### config.mk
export PLATFORM = sky130hd
export DESIGN_NAME = lamp_monitor
export DESIGN_NICKNAME = d
export VERILOG_FILES = /design/src/rtl/lamp_monitor.sv
export SDC_FILE = /design/constraint.sdc
export NUM_CORES = 1
export LEC_CHECK = 0
export CORE_UTILIZATION = 53
export DETAILED_ROUTE_END_ITERATION = 8
export HOLD_SLACK_MARGIN = 0.08
export PLACE_DENSITY = 0.85
export SLEW_MARGIN = 20
export SYNTH_ARGS = -nofsm -noshare
export SYNTH_HDL_FRONTEND = slang
export SYNTH_SLANG_ARGS = --single-unit
### constraint.sdc
create_clock -name clk -period 3 [get_ports clk]
set_input_delay 0.6 -clock clk [delete_from_list [all_inputs] [get_ports clk]]
set_output_delay 0.6 -clock clk [all_outputs]
set_load 0.01 [all_outputs]
### src/rtl/lamp_monitor.sv
// lamp_monitor: clocked lamp-health supervisor.
// Debounces N raw lamp-health lines, counts failed lamps and drives registered
// ok / alert / danger indications plus a saturating count of DANGER entries.
// Optional feature macro: LAMP_MON_LATCH_EN makes DANGER sticky until the
// operator acknowledges it while the lamps no longer classify as DANGER.
// There is no valid/ready handshake in this block: every input is a level
// sampled on each rising clock edge.
module lamp_monitor #(
    parameter int N         = 3,
    parameter int DEB       = 4,
    parameter int ALERT_TH  = 1,
    parameter int DANGER_TH = 2
) (
    input  logic                   clk,
    input  logic                   rst_n,
    input  logic [N-1:0]           lamp,
    input  logic                   s,
    input  logic                   ack,
    output logic                   ok,
    output logic                   alert,
    output logic                   danger,
    output logic [$clog2(N+1)-1:0] fail_cnt,
    output logic [7:0]             danger_evt,
    output logic [1:0]             dbg_state
);

    localparam int FW = $clog2(N + 1);
    localparam int CW = $clog2(DEB + 1);

    localparam logic [FW-1:0] ALERT_V  = FW'(ALERT_TH);
    localparam logic [FW-1:0] DANGER_V = FW'(DANGER_TH);
    localparam logic [FW-1:0] N_V      = FW'(N);
    localparam logic [CW-1:0] CNT_LAST = CW'(DEB - 1);

    typedef enum logic [1:0] {
        ST_NORMAL = 2'd0,
        ST_ALERT  = 2'd1,
        ST_DANGER = 2'd2
    } state_t;

    logic [N-1:0]  deb;
    logic [CW-1:0] cnt [N];
    state_t        state;
    state_t        cls;
    state_t        nxt;

    // Per-channel debounce: a new level is accepted only after DEB
    // consecutive samples that all differ from the current debounced level.
    always_ff @(posedge clk or negedge rst_n) begin
        if (!rst_n) begin
            deb <= '1;
            for (int i = 0; i < N; i++) begin
                cnt[i] <= '0;
            end
        end else begin
            for (int i = 0; i < N; i++) begin
                if (lamp[i] == deb[i]) begin
                    cnt[i] <= '0;
                end else if (cnt[i] == CNT_LAST) begin
                    deb[i] <= lamp[i];
                    cnt[i] <= '0;
                end else begin
                    cnt[i] <= cnt[i] + CW'(1);
                end
            end
        end
    end

    // Failed-lamp count straight from the debounced levels.
    always_comb begin
        fail_cnt = '0;
        for (int i = 0; i < N; i++) begin
            fail_cnt = fail_cnt + {{(FW-1){1'b0}}, ~deb[i]};
        end
    end

    // Classify the current failure count; service bypass caps it at ALERT.
    always_comb begin
        if (fail_cnt < ALERT_V) begin
            cls = ST_NORMAL;
        end else if ((fail_cnt >= DANGER_V) && !s) begin
            cls = ST_DANGER;
        end else begin
            cls = ST_ALERT;
        end
    end

`ifdef LAMP_MON_LATCH_EN
    // Sticky DANGER: leave only on an acknowledge while not classified DANGER.
    always_comb begin
        nxt = cls;
        if ((state == ST_DANGER) && !(ack && (cls != ST_DANGER))) begin
            nxt = ST_DANGER;
        end
    end
`else
    // Without latching the state simply follows the classification.
    always_comb begin
        nxt = cls;
    end

    logic unused_ack;
    assign unused_ack = ack;
`endif

    // State register with registered indications and the DANGER entry counter.
    always_ff @(posedge clk or negedge rst_n) begin
        if (!rst_n) begin
            state      <= ST_NORMAL;
            ok         <= 1'b1;
            alert      <= 1'b0;
            danger     <= 1'b0;
            danger_evt <= '0;
        end else begin
            state  <= nxt;
            ok     <= (fail_cnt < N_V);
            alert  <= (nxt == ST_ALERT);
            danger <= (nxt == ST_DANGER);
            if ((nxt == ST_DANGER) && (state != ST_DANGER) &&
                (danger_evt != 8'hFF)) begin
                danger_evt <= danger_evt + 8'd1;
            end
        end
    end

    assign dbg_state = state;

endmodule

* Yosys cells after proc, flatten, opt, wreduce, memory -nomap -nowiden
Index checks and enable logic that the tools add are counted.
** Word-level totals
- Register bits after elaboration :: 25
- Bits of input ports :: 7
- Output and inout bits :: 15
- Word-level logic and storage cells :: 51
** Operators by class
- Add/sub/neg operators :: 6
- Order comparisons :: 3
- Equal/unequal tests :: 10
- Multiplexer cells :: 8
- Bitwise operators :: 6
- Reduce and logical (&&, ||, !) cells :: 7
** Operator list (number)
- 3-bit 2-to-1 mux :: 6
- 3-bit by 1-bit adder with 3-bit output (second input constant) :: 3
- 3-bit by 2-bit equality test with 1-bit output (second input constant) :: 3
- 8-bit by 1-bit adder with 8-bit output (second input constant) :: 1
- 8-bit != test (second input constant) :: 1
- 1-bit NOT :: 6
- 2-bit AND reduction :: 3
- 2-bit 2-to-1 mux :: 2
- 1-bit equality test :: 3
- 1-bit logical AND :: 3
- 1-bit by 1-bit adder with 2-bit output :: 1
- 2-bit by 1-bit adder with 2-bit output :: 1
- 2-bit by 1-bit equality test with 1-bit output (second input constant) :: 1
- 2-bit equality test (second input constant) :: 1
- 2-bit greater-or-equal comparator (second input constant) :: 1
- 2-bit by 1-bit less-than comparator with 1-bit output (second input constant) :: 1
- 2-bit less-than comparator (second input constant) :: 1
- 2-bit != test (second input constant) :: 1
- 1-bit zero test :: 1

* Logic depth before layout (Yosys ltp)
- Word-level depth :: 10
- Gate-level depth with buffers :: 6
- Depth with buffers taken out :: 6

* Worst setup path after synthesis
Ideal clock, no wire load.
- Path kind :: register -> register
- Start :: register deb[0]
- End :: register danger_evt[4]
- Library setup time :: 0.125 ns
- Arrival :: 1.847 ns
- Data required time :: 2.875 ns
- Path slack :: 1.028 ns
- Cell stages (with the launch flop) :: 7
- Path buffers :: 0
- Period minus slack after synthesis :: 1.972 ns
- Path through :: dfstp_2 inv_1 fa_1 nor2b_4 and2_4 and4_4 mux2_4
** On the way
- Word-level cells in the longest chain between the ends :: 10
- Elaborated cells on any way between the ends :: 11
- Those cells by class :: 2 x add/sub; 2 x order compare; 1 x eq/ne; 2 x mux; 1 x bitwise; 3 x reduce/logical
** RTL lines
- start: declaration :: RTL line 41 : logic [N-1:0] deb;
- start signal: indexed assignment :: RTL line 60 : deb[i] <= lamp[i];
- 1-bit NOT (*) :: RTL line 73 : fail_cnt = fail_cnt + {{(FW-1){1'b0}}, ~deb[i]};
- 1-bit by 1-bit adder with 2-bit output (*) :: RTL line 73
- 2-bit by 1-bit adder with 2-bit output (*) :: RTL line 73
- named net fail_cnt[1] :: RTL line 22 : output logic [$clog2(N+1)-1:0] fail_cnt,
- 2-bit greater-or-equal comparator :: RTL line 81 : end else if ((fail_cnt >= DANGER_V) && !s) begin
- 1-bit logical AND :: RTL line 81
- 2-bit 2-to-1 mux :: RTL line 81
- 2-bit 2-to-1 mux (*) :: RTL line 79 : if (fail_cnt < ALERT_V) begin
- named net cls[1] :: RTL line 44 : state_t cls;
- 2-bit equality test (*) :: RTL line 119 : if ((nxt == ST_DANGER) && (state != ST_DANGER) &&
- 1-bit logical AND (*) (2 in a row) :: RTL line 119
- end signal: assignment :: RTL line 121 : danger_evt <= danger_evt + 8'd1;
- end: declaration :: RTL line 23 : output logic [7:0] danger_evt,
Mark *: on every way through the listed nets, which the timed path passes. The rest lies on a longest branch.
A chain may end at the register's enable or synchronous reset.

* Final worst setup path
- Start :: register deb[0]
- End :: output port fail_cnt[0]
** On the way
- Word-level cells in the longest chain between the ends :: 3
** RTL lines (RTL line)
- 1-bit NOT :: 73
- 1-bit by 1-bit adder with 2-bit output :: 73
- 2-bit by 1-bit adder with 2-bit output :: 73
- end: declaration :: 22
No other way between the ends.

==> summary.txt <==
Detailed routing
  • DRC violation count after routing: 0
  • Drt wl/cell: 14.24 um
  • DRT iter0 DRCs: 7
  • Routed Antenna Nets: 0
  • WL met1: 822 um
  • Max layer used: met4
  • Met3 routed WL: 65 um
  • Final WL: 1.937 mm
  • Vias per inst: 5.331
  • DR pass1 iterations: 4
  • Vias post-DR: 725
  • WL met2: 1.006 mm

Yosys
  • Post-Synthesis Cells: 88
  • Ranking of synthesized cells by area: dfrtp_1 (44%), dfstp_2 (9.7%), ha_1 (4.6%), mux2_2 (4.2%), nor3b_1 (4.2%)
  • Simple-gate share of the synthesized area: 21.39%
  • Synth unique cells: 30
  • Largest family of logic cells by synthesized area: simple AND/OR/NAND/NOR gates
  • Syn Area/Cell: 12.30 sq um
  • Largest area contributor in the netlist: dfrtp_1
  • Syn_nets: 100
  • Adder-Cell Fraction of Synth Area: 6.474%
  • Yosys top cell area share: 43.93%
  • Complex-gate fraction of the synthesized area: 4.971%
  • Proportion of synthesized area in mux cells: 7.861%
  • Xor/xnor share of the synthesized area: 3.237%
  • Ys Warns: 0
  • Sequential fraction of the synthesis area: 53.64%
  • #FFs+latches synth: 23
  • Mapped Area: 1082 sq um

Power
  • VDD IR max: 0.7184 mV
  • Pwr/cell area: 961.8 nW/um^2
  • Combinational share of power: 48.0%
  • Int Power: 841.4 uW
  • Pwr Total: 1282 uW
  • Seq pwr share: 40.9%
  • Sw Ratio: 34.35%
  • Leakage: 0.0005760 uW
  • Switching Power: 440.2 uW
  • Clock power share: 11.0%

Placed design
  • Placed inst area: 1306 sq um
  • Port buffer count: 20
  • DP Wirelength: 1.486 mm
  • GP Congestion: 0.7674

Timing
  • Final Hold Slack: 0.4598 ns
  • Slew headroom: 81.26%
  • Worst Max-Slew Pin Slew: 0.2791 ns
  • Final min period: 2.642 ns
  • Max Freq: 378.5 MHz
  • Setup TNS Final: 0 ns
  • Fin Clk Skew: 0.003779 ns
  • Final Cycle Share: 88.06%
  • # setup viols final: 0
  • RSZ-0062 raised after global routing: false
  • Max-slew violation count: 0
  • Hold Vio Cnt, Final: 0

Layout
  • Area taken by multi-input logic gates: 475.5 sq um
  • Layout Nets: 124
  • Filler cells: 131
  • # diodes: 0
  • Register Area: 580.6 sq um
  • Area growth syn-to-layout: 23.12%
  • Design area: 1333 sq um
  • Share of cells above drive strength 1: 18.92%

GRT
  • Vias in the first global route: 728
  • First-pass GRT wire length: 3.049 mm
  • Grt total ovfl: 0
  • Initial antenna violation count: 0
  • Total GRT Usage: 20.74%
  • Pin count of the biggest net entering global routing: 24

Clocking
  • Post-CTS Setup Repair Bufs: 0
  • Root Driver: clkbuf_4
  • Post-CTS Resized: 0
  • H-tree depth: 1
  • Post-CTS Hold Fix Bufs: 0
  • CTS tree: built
  • CTS clk-pin slew, worst paths: 0.12 ns
  • Worst-Skew Late Latency: 0.31 ns
  • CTS sink count: 23
  • Num CTS Buffers: 3
  • Max clock buf depth: 2

Critical path
  • Critical path destination: fail_cnt[0]
  • Worst reg2reg path endpoint: danger_evt[4]$_DFFE_PN0P_
  • Setup crit start: deb[0]$_DFFE_PN1P_
  • Worst R2R Path Depth: 6
  • CP Launch Type: register
  • Slowest stage delay, CP: 0.57 ns
  • Cells along the critical path: inv_1 > fa_1 > clkdlybuf4s50_1
  • WP data arrival: 2.04 ns
  • Worst EP required: 2.40 ns
  • Reg2reg start: deb[0]$_DFFE_PN1P_
  • Crit end category: primary output
  • Worst Setup Path Type: register to primary output
  • Flop-to-flop setup slack: 1.00 ns
  • Slowest-stage cell, CP: fa_1
  • CP max FO: 3

Die
  • DIE WIDTH: 47.19 um
  • FP Rows: 15
  • DIE AREA: 2227 sq um
  • Initial core utilization: 59.45%
  • Die height: 47.19 um
  • Ports: 22
  • Core area: 1821 sq um

Hold path
  • Type of the tightest min-delay check: register to register

Run status
  • Status: finished, final reports clean

Flow run
  • Max cap viols: 0
-- stage by stage --
step	worst slack [ns]	std cells	utilization [%]
floorplan	1.028	88	-
global placement	0.7019	132	71.75
detailed placement	0.6990	132	71.75
CTS	0.3450	136	73.20
global route	0.2898	136	73.20
finish	0.3581	136	73.20
-- flip-flops by register name, summed over array words and instances, names as in the netlist --
register	count
cnt	9
danger_evt	8
deb	3
alert	1
danger	1
ok	1
-- worst max-delay path, delay by kind of cell, from the launching register on --
kind	cells	cell delay [ns]
buffers and inverters	2	0.60
adders and majority gates	1	0.57
DFF	1	0.56
-- routing by layer --
metal	GRT usage (%)	up-vias
li1	-	351
met1	22.77	348
met2	37.50	20
met3	4.615	6
met4	10.29	0
met5	0	-
-- cells by family (layout without fill, tap and decap cells) --
| kind of cell | count (synthesis) | count (layout) |
|---|---|---|
| buf+inv | 5 | 28 |
| fa+ha+maj | 5 | 5 |
| simple gates | 37 | 37 |
| flops | 23 | 23 |
| compound gates | 7 | 7 |
| mux | 7 | 7 |
| xor+xnor | 4 | 4 |
-- synthesized netlist by cell type (all sizes together) --
cell,number
xnor2,3
fa,1
nand4,1
mux2,6
a21boi,1
nor3b,6
and3,2
nor2,2
nand3,2
nor3,4
dfstp,4
buf,2
dfrtp,19
and2,1
xor2,1
o21ai,4
nor2b,6
a31oi,1
and4,1
nand2b,1
ha,4
mux2i,1
inv,3
nand2,11
a41oi,1
-- worst min path at each step --
stage                      from               end  slack (ns)  depth (start not counted)
2_1_floorplan             rst_n   alert$_DFF_PN0_        0.30                          0
3_3_place_gp   cnt[3]$_DFF_PN0_  cnt[3]$_DFF_PN0_        0.43                          1
3_5_place_dp   cnt[6]$_DFF_PN0_  cnt[6]$_DFF_PN0_        0.45                          1
4_1_cts        cnt[6]$_DFF_PN0_  cnt[6]$_DFF_PN0_        0.47                          1
5_1_grt        cnt[6]$_DFF_PN0_  cnt[6]$_DFF_PN0_        0.47                          1
6_report       cnt[6]$_DFF_PN0_  cnt[6]$_DFF_PN0_        0.46                          1
-- final cells by class --
cell class / instances / share of cell area (%)
clock buffers: 4 / 1.972
inverters: 3 / 0.8451
multi-input cells: 60 / 35.68
flip-flops and latches: 23 / 43.57
well taps: 25 / 2.347
repair buffers: 21 / 15.59
-- power by group through the flow --
| stage | logic (uW) | registers [uW] | clock network [uW] |
|---|---|---|---|
| floorplan | 353 | 539 | 0 |
| detailed placement | 621 | 534 | 0 |
| CTS | 624 | 527 | 145 |
| global route | 687 | 538 | 154 |
| global placement | 593 | 520 | 0 |
| finish | 615 | 525 | 141 |
-- cell usage in the layout (no fill, tap or decap), drive strengths merged --
master         synthesis  layout
nor3                   4       4
clkbuf                 0       4
a31oi                  1       1
nand3                  2       2
and3                   2       2
o21ai                  4       4
nor2                   2       2
and4                   1       1
inv                    3       3
fa                     1       1
clkdlybuf4s50          0      20
and2                   1       1
xor2                   1       1
buf                    2       1
ha                     4       4
xnor2                  3       3
nand2b                 1       1
nor2b                  6       6
nor3b                  6       6
a41oi                  1       1
dfrtp                 19      19
nand4                  1       1
mux2i                  1       1
mux2                   6       6
nand2                 11      11
dfstp                  4       4
a21boi                 1       1
Power figures use the tool's default switching activity.
